--- config.mk ---
export PLATFORM = sky130hd
export DESIGN_NAME = stdout_drain_fmt_flat
export DESIGN_NICKNAME = d
export VERILOG_FILES = /design/src/rtl/stdout_drain_fmt_if.sv /design/src/rtl/stdout_drain_fmt.sv /design/src/flat_wrapper.sv
export SDC_FILE = /design/constraint.sdc
export NUM_CORES = 1
export LEC_CHECK = 0
export ABC_CLOCK_PERIOD_IN_PS = 2400
export CORE_MARGIN = 3
export CORE_UTILIZATION = 45
export DETAILED_ROUTE_END_ITERATION = 16
export PLACE_DENSITY = 0.83
export SETUP_SLACK_MARGIN = 0.4
export SYNTH_ARGS = -nofsm -noshare
export SYNTH_HDL_FRONTEND = slang
export SYNTH_SLANG_ARGS = --single-unit
--- constraint.sdc ---
create_clock -name clk_i -period 2.4 [get_ports clk_i]
set_clock_uncertainty 0.05 [all_clocks]
set_input_delay 0.36 -clock clk_i [delete_from_list [all_inputs] [get_ports clk_i]]
set_output_delay 0.36 -clock clk_i [all_outputs]
set_load 0.01 [all_outputs]
--- src/rtl/stdout_drain_fmt_if.sv ---
// -----------------------------------------------------------------------------
// stdout_drain_fmt_if
// Purpose : bundles the FIFO-side pop handshake and the byte-stream handshake
//           of the stdout drain formatter.
// Signals : fifo_valid_i  - FWFT FIFO head valid          (master -> slave)
//           fifo_data_i   - FIFO head entry, 32 bits      (master -> slave)
//           fifo_rd_en_o  - one-cycle pop of the head     (slave  -> master)
//           tx_valid_o    - byte-stream valid             (slave  -> master)
//           tx_data_o     - byte-stream data, 8 bits      (slave  -> master)
//           tx_ready_i    - byte-stream ready             (master -> slave)
// The slave modport is the formatter; the master modport is its environment.
// -----------------------------------------------------------------------------
interface stdout_drain_fmt_if;
  logic        fifo_valid_i;
  logic [31:0] fifo_data_i;
  logic        fifo_rd_en_o;
  logic        tx_valid_o;
  logic [7:0]  tx_data_o;
  logic        tx_ready_i;

  modport slave (
    input  fifo_valid_i, fifo_data_i, tx_ready_i,
    output fifo_rd_en_o, tx_valid_o, tx_data_o
  );

  modport master (
    output fifo_valid_i, fifo_data_i, tx_ready_i,
    input  fifo_rd_en_o, tx_valid_o, tx_data_o
  );
endinterface

--- src/rtl/stdout_drain_fmt.sv ---
// -----------------------------------------------------------------------------
// stdout_drain_fmt
// Purpose : drains per-core stdout characters from a FWFT FIFO and formats them
//           into a byte stream. A "[cluster,core] " prefix is emitted whenever a
//           new line starts or the source changes; a source change on an open
//           line first terminates that line with LF. Out-of-range entries are
//           popped and counted as drops.
// Ports   : clk_i      - clock, rising edge
//           rst_ni     - asynchronous active-low reset
//           enable_i   - permits latching new FIFO entries
//           bus        - FIFO pop + byte-stream handshake (slave modport)
//           busy_o     - high whenever an entry is being emitted
//           drop_cnt_o - saturating count of dropped entries
// -----------------------------------------------------------------------------
module stdout_drain_fmt #(
  parameter int N_CLUSTERS = 1,
  parameter int N_CORES    = 8
) (
  input  logic                     clk_i,
  input  logic                     rst_ni,
  input  logic                     enable_i,
  stdout_drain_fmt_if.slave        bus,
  output logic                     busy_o,
  output logic [15:0]              drop_cnt_o
);

  typedef enum logic [3:0] {
    IDLE    = 4'd0,
    SEP_LF  = 4'd1,
    P_OPEN  = 4'd2,
    P_CL    = 4'd3,
    P_COMMA = 4'd4,
    P_CORE  = 4'd5,
    P_CLOSE = 4'd6,
    P_SPACE = 4'd7,
    CHAR    = 4'd8
  } state_e;

  localparam logic [7:0] L_N_CL   = 8'(N_CLUSTERS);
  localparam logic [7:0] L_N_CORE = 8'(N_CORES);

  // Lowercase ASCII hex digit of a nibble.
  function automatic logic [7:0] hex_char(input logic [3:0] n);
    logic [7:0] c;
    if (n < 4'd10) begin
      c = 8'h30 + {4'h0, n};
    end else begin
      c = 8'h57 + {4'h0, n};
    end
    return c;
  endfunction

  // Byte presented on the stream for a given state and latched entry.
  function automatic logic [7:0] state_byte(input state_e st, input logic [23:0] ent);
    logic [7:0] b;
    case (st)
      SEP_LF:  b = 8'h0A;
      P_OPEN:  b = 8'h5B;
      P_CL:    b = hex_char(ent[19:16]);
      P_COMMA: b = 8'h2C;
      P_CORE:  b = hex_char(ent[11:8]);
      P_CLOSE: b = 8'h5D;
      P_SPACE: b = 8'h20;
      CHAR:    b = ent[7:0];
      default: b = 8'h00;
    endcase
    return b;
  endfunction

  state_e      r_state;
  state_e      w_next_state;
  logic [23:0] r_entry;
  logic [23:0] w_next_entry;
  logic [7:0]  w_next_byte;
  logic        r_tx_valid;
  logic [7:0]  r_tx_data;
  logic        r_line_open;
  logic [3:0]  r_last_cl;
  logic [3:0]  r_last_core;
  logic [15:0] r_drop_cnt;
  logic        w_pop;
  logic        w_in_range;
  logic        w_src_change;
  logic        w_hs;
  logic        w_drop;
  logic [7:0]  w_cl;
  logic [7:0]  w_core;

  assign w_cl         = bus.fifo_data_i[23:16];
  assign w_core       = bus.fifo_data_i[15:8];
  assign w_in_range   = (w_cl < L_N_CL) && (w_core < L_N_CORE);
  assign w_src_change = {w_cl[3:0], w_core[3:0]} != {r_last_cl, r_last_core};
  // Pop is combinational so the head leaves the FIFO in the same cycle it is latched;
  // gated by rst_ni so nothing is popped while reset is held.
  assign w_pop        = rst_ni && (r_state == IDLE) && enable_i && bus.fifo_valid_i;
  assign w_hs         = r_tx_valid && bus.tx_ready_i;

  // Next-state, next latched entry and drop decision.
  always_comb begin
    w_next_state = r_state;
    w_next_entry = r_entry;
    w_drop       = 1'b0;
    case (r_state)
      IDLE: begin
        if (w_pop) begin
          if (w_in_range) begin
            w_next_entry = bus.fifo_data_i[23:0];
            if (r_line_open && w_src_change) begin
              w_next_state = SEP_LF;
            end else if (!r_line_open || w_src_change) begin
              w_next_state = P_OPEN;
            end else begin
              w_next_state = CHAR;
            end
          end else begin
            w_drop = 1'b1;
          end
        end else begin
          w_next_state = IDLE;
        end
      end
      SEP_LF:  if (w_hs) w_next_state = P_OPEN;  else w_next_state = SEP_LF;
      P_OPEN:  if (w_hs) w_next_state = P_CL;    else w_next_state = P_OPEN;
      P_CL:    if (w_hs) w_next_state = P_COMMA; else w_next_state = P_CL;
      P_COMMA: if (w_hs) w_next_state = P_CORE;  else w_next_state = P_COMMA;
      P_CORE:  if (w_hs) w_next_state = P_CLOSE; else w_next_state = P_CORE;
      P_CLOSE: if (w_hs) w_next_state = P_SPACE; else w_next_state = P_CLOSE;
      P_SPACE: if (w_hs) w_next_state = CHAR;    else w_next_state = P_SPACE;
      CHAR:    if (w_hs) w_next_state = IDLE;    else w_next_state = CHAR;
      default: w_next_state = IDLE;
    endcase
    w_next_byte = state_byte(w_next_state, w_next_entry);
  end

  // State, latched entry and registered stream outputs (byte precomputed from next state).
  always_ff @(posedge clk_i or negedge rst_ni) begin
    if (!rst_ni) begin
      r_state    <= IDLE;
      r_entry    <= 24'h000000;
      r_tx_valid <= 1'b0;
      r_tx_data  <= 8'h00;
    end else begin
      r_state    <= w_next_state;
      r_entry    <= w_next_entry;
      r_tx_valid <= (w_next_state != IDLE);
      r_tx_data  <= w_next_byte;
    end
  end

  // Line tracking: LF separator closes the line, the character decides if it stays open.
  always_ff @(posedge clk_i or negedge rst_ni) begin
    if (!rst_ni) begin
      r_line_open <= 1'b0;
      r_last_cl   <= 4'h0;
      r_last_core <= 4'h0;
    end else if (w_hs && (r_state == SEP_LF)) begin
      r_line_open <= 1'b0;
    end else if (w_hs && (r_state == CHAR)) begin
      r_line_open <= (r_entry[7:0] != 8'h0A);
      r_last_cl   <= r_entry[19:16];
      r_last_core <= r_entry[11:8];
    end
  end

  // Saturating drop counter.
  always_ff @(posedge clk_i or negedge rst_ni) begin
    if (!rst_ni) begin
      r_drop_cnt <= 16'h0000;
    end else if (w_drop && (r_drop_cnt != 16'hFFFF)) begin
      r_drop_cnt <= r_drop_cnt + 16'h0001;
    end
  end

  assign bus.fifo_rd_en_o = w_pop;
  assign bus.tx_valid_o   = r_tx_valid;
  assign bus.tx_data_o    = r_tx_data;
  assign busy_o           = (r_state != IDLE);
  assign drop_cnt_o       = r_drop_cnt;

endmodule

--- src/flat_wrapper.sv ---
// flat-port wrapper written by rule: the top's interface ports become plain ports
module stdout_drain_fmt_flat 
#(
  parameter int N_CLUSTERS = 1,
  parameter int N_CORES    = 8
)
  (clk_i, rst_ni, enable_i, busy_o, drop_cnt_o, bus_fifo_valid_i, bus_fifo_data_i, bus_tx_ready_i, bus_fifo_rd_en_o, bus_tx_valid_o, bus_tx_data_o);
  stdout_drain_fmt_if bus_i ();
  input  logic clk_i;
  input  logic rst_ni;
  input  logic enable_i;
  output logic busy_o;
  output logic [15:0] drop_cnt_o;
  input wire logic [$bits(bus_i.fifo_valid_i)-1:0] bus_fifo_valid_i;
  input wire logic [$bits(bus_i.fifo_data_i)-1:0] bus_fifo_data_i;
  input wire logic [$bits(bus_i.tx_ready_i)-1:0] bus_tx_ready_i;
  output wire logic [$bits(bus_i.fifo_rd_en_o)-1:0] bus_fifo_rd_en_o;
  output wire logic [$bits(bus_i.tx_valid_o)-1:0] bus_tx_valid_o;
  output wire logic [$bits(bus_i.tx_data_o)-1:0] bus_tx_data_o;
  assign bus_i.fifo_valid_i = bus_fifo_valid_i;
  assign bus_i.fifo_data_i = bus_fifo_data_i;
  assign bus_i.tx_ready_i = bus_tx_ready_i;
  assign bus_fifo_rd_en_o = bus_i.fifo_rd_en_o;
  assign bus_tx_valid_o = bus_i.tx_valid_o;
  assign bus_tx_data_o = bus_i.tx_data_o;
  stdout_drain_fmt #(.N_CLUSTERS(N_CLUSTERS), .N_CORES(N_CORES)) u_core (.clk_i(clk_i), .rst_ni(rst_ni), .enable_i(enable_i), .bus(bus_i), .busy_o(busy_o), .drop_cnt_o(drop_cnt_o));
endmodule
==> results_dict.tcl <==
set metrics [dict create \
    grt_usage 0.210 \
    num-fill-cells 387 \
    vdd_drop_max_uv 574 \
    drv_cap 0 \
    antenna_found_initial 0 \
    drive_gt1_frac 0.338 \
    drv_slew 0 \
    yosys_warnings 0 \
    grt_max_degree 55 \
    final_nets 419 \
    r2r_cells 8 \
    power_density_nw_per_um2 454 \
    h-tree-depth 2 \
    synth_edf_count 0 \
    fp.dieH_um 84.8 \
    drc_errors 0 \
    start_util 0.469 \
    syn_inst 270 \
    firstDrtPassIters 4 \
    fin_area_um2 4250 \
    max_freq_mhz 416 \
    period_share 1.00 \
    dp_cells 428 \
    die_area_um2 7190 \
    placed_area_um2 3660 \
    synth_area_um2 2790 \
    crit_path_end_kind "flop" \
    finalWorstSetupSlack_ns -0.00371 \
    hold_path.class "input port to async pin" \
    hold_buffers 0 \
    final-setup-viol-count 1 \
    path_max_fanout 6 \
    worstMarginPinSlew_ns 0.666 \
    grt_overflow 0 \
    r2r-start "u_core.r_state[1]" \
    numPortBuffers 55 \
    p_leak_nw 2.04 \
    violations "negative setup slack" \
    dp_hpwl_mm 4.98 \
    place_ws_ns -0.333 \
    reg2reg_slack_ns -0.004 \
    finalHoldViolations 0 \
    final_cells 454 \
    synthToLayoutAreaGrowth_pct 52.3 \
    num_rows 28 \
    cts_made_buffers 5 \
    avgSynthCellArea_um2 10.3 \
    clock_latency_ns 0.31 \
    antenna_cells 0 \
    io_pins 64 \
    yosys.area.top_type_share 0.484 \
    cts.clk_slew.worst_paths_ns 0.10 \
    coreArea_um2 5960 \
    crit-reg2reg-capture "u_core.bus.tx_data_o[2]" \
    slew_headroom 0.556 \
    fp.dieW_um 84.8 \
    grt_pass1_vias 2536 \
    cts-root-buf "clkbuf_8" \
    ant_nets 0 \
    clkSinkCount 54 \
    synth_top_flop_cell "dfrtp_1" \
    ys_async_sr_fraction 1.00 \
    yosys.area.top_type "dfrtp_1" \
    post_drt_via_cell_ratio 5.52 \
    start_kind "flop" \
    synth_fp_nets 310 \
    cp.required_ns 2.58 \
    crit_arrival_ns 2.58 \
    vias 2506 \
    cts_buffer_depth 2 \
    fin_crit_ns 2.40 \
    ys_seq_elements 54 \
    tns_ns -0.00371 \
    ys_types 52 \
    rsz0062_at_grt "true" \
    tritoncts "built" \
    synth_area_leaders "dfrtp_1, xor2_1, mux2_2" \
    place_congestion 0.854 \
    drtIter0Drc 163 \
    grt_pass1_wl_mm 12.0 \
    seq_area_frac_synth 0.484 \
    drt-total-wl_mm 8.24 \
    finalPower_mw 1.93 \
    status "finished with violations" \
    wire_per_inst_um 18.2 \
    criticalPathCategory "flop to flop" \
]
## cell usage after synthesis (all sizes together), types with 2 or more instances
master	n
nand2	28
a211oi	2
a2bb2oi	3
nor4b	2
and3	4
nand3	13
buf	4
mux2	12
dfrtp	54
and2	6
clkbuf	3
o221ai	3
o211ai	5
nor2	15
mux2i	7
xnor2	10
nand3b	2
nor3	10
xor2	17
o21ai	8
ha	3
nor4	5
a21oi	8
nor2b	3
nand4	8
or2	3
inv	17
## where the power goes
group	total, mW	internal [mW]	switching [mW]	leakage [nW]
Sequential	1.01	0.947	0.0671	0.735
Combinational	0.307	0.161	0.146	1.25
Clock	0.609	0.307	0.302	0.0542
Total	1.93	1.42	0.515	2.04
## timing repair
item,CTS,global route
resized for setup,35,47
buffers inserted,9,10
pin swaps,13,15
endpoints found under the setup margin,24,33
## worst max-delay path, stage by stage, from the launching register on
cell and delay (ns):
dfrtp_2 0.45, nor4_4 0.35, nand2_2 0.15, or2_4 0.31
nand2_2 0.11, ha_1 0.23, nand3_1 0.17, mux2_2 0.33
o2111ai_1 0.17
## metrics by stage
| step | hold slack, ns | utilization |
|---|---|---|
| 5_1_grt | 0.240 | 0.714 |
| 2_1_floorplan | 0.0144 | - |
| 3_5_place_dp | 0.430 | 0.615 |
| 6_report | 0.184 | 0.714 |
| 3_3_place_gp | 0.425 | 0.615 |
| 4_1_cts | 0.198 | 0.663 |
## flip-flops by register name, indices dropped and copies added, names as in the netlist
name,cells
u_core.r_last_cl,4
u_core.r_entry,16
u_core.bus.tx_valid_o,1
u_core.r_last_core,4
u_core.r_line_open,1
u_core.r_state,4
u_core.drop_cnt_o,16
u_core.bus.tx_data_o,8
## metal layers
layer,part of all wire,wire length (µm),global-route usage,vias up
li1,-,-,-,1172
met1,0.39,3240,0.259,1219
met2,0.52,4300,0.366,94
met3,0.052,431,0.0500,21
met4,0.032,265,0.0576,0
met5,0,0,0,-
## cell usage in the layout, fill, tap and decap left out, types with 9 or more instances in the layout
cell type,netlist,layout
buf_4,1,40
buf_6,1,11
clkdlybuf4s50_1,0,42
dfrtp_1,54,53
inv_1,15,15
mux2_2,12,12
nand2_1,27,23
nand3_1,13,11
nor2_1,14,11
xnor2_1,10,9
xor2_1,17,17
## final cells by class
class                   instances  area (µm²)  area share
inverters                      17        66.3      0.0156
well taps                      75        93.8      0.0221
clock buffers                   5        68.8      0.0162
flip-flops and latches         54        1350       0.318
multi-input cells             192        1610       0.379
repair buffers                109        1020       0.240
clock inverters                 2        38.8     0.00912
## cell families (layout without fill, tap and decap cells)
kind of cell,Yosys count,in the layout,synth area share
AND/OR/NAND/NOR,105,105,0.207
adder cells (fa/ha/maj),3,3,0.0134
XOR/XNOR,27,27,0.0847
AO/OA/AOI/OAI,38,38,0.101
flip-flops,54,54,0.484
multiplexers,19,19,0.0735
buffers and inverters,24,133,0.0372
## how the worst max path moves through the flow
stage / startpoint / endpoint / slack (ns) / cells past startpoint
floorplan: u_core.r_state[3] / u_core.bus.tx_data_o[1] / 0.13 / 10
global placement: bus_fifo_data_i[23] / u_core.bus.tx_data_o[1] / -0.27 / 10
detailed placement: bus_fifo_data_i[14] / u_core.bus.tx_data_o[1] / -0.33 / 10
CTS: u_core.r_state[0] / u_core.bus.tx_data_o[1] / 0.14 / 8
global route: u_core.r_state[1] / u_core.bus.tx_data_o[2] / -0.06 / 8
finish: u_core.r_state[1] / u_core.bus.tx_data_o[2] / -0.004 / 8
Power figures use the tool's default switching activity.
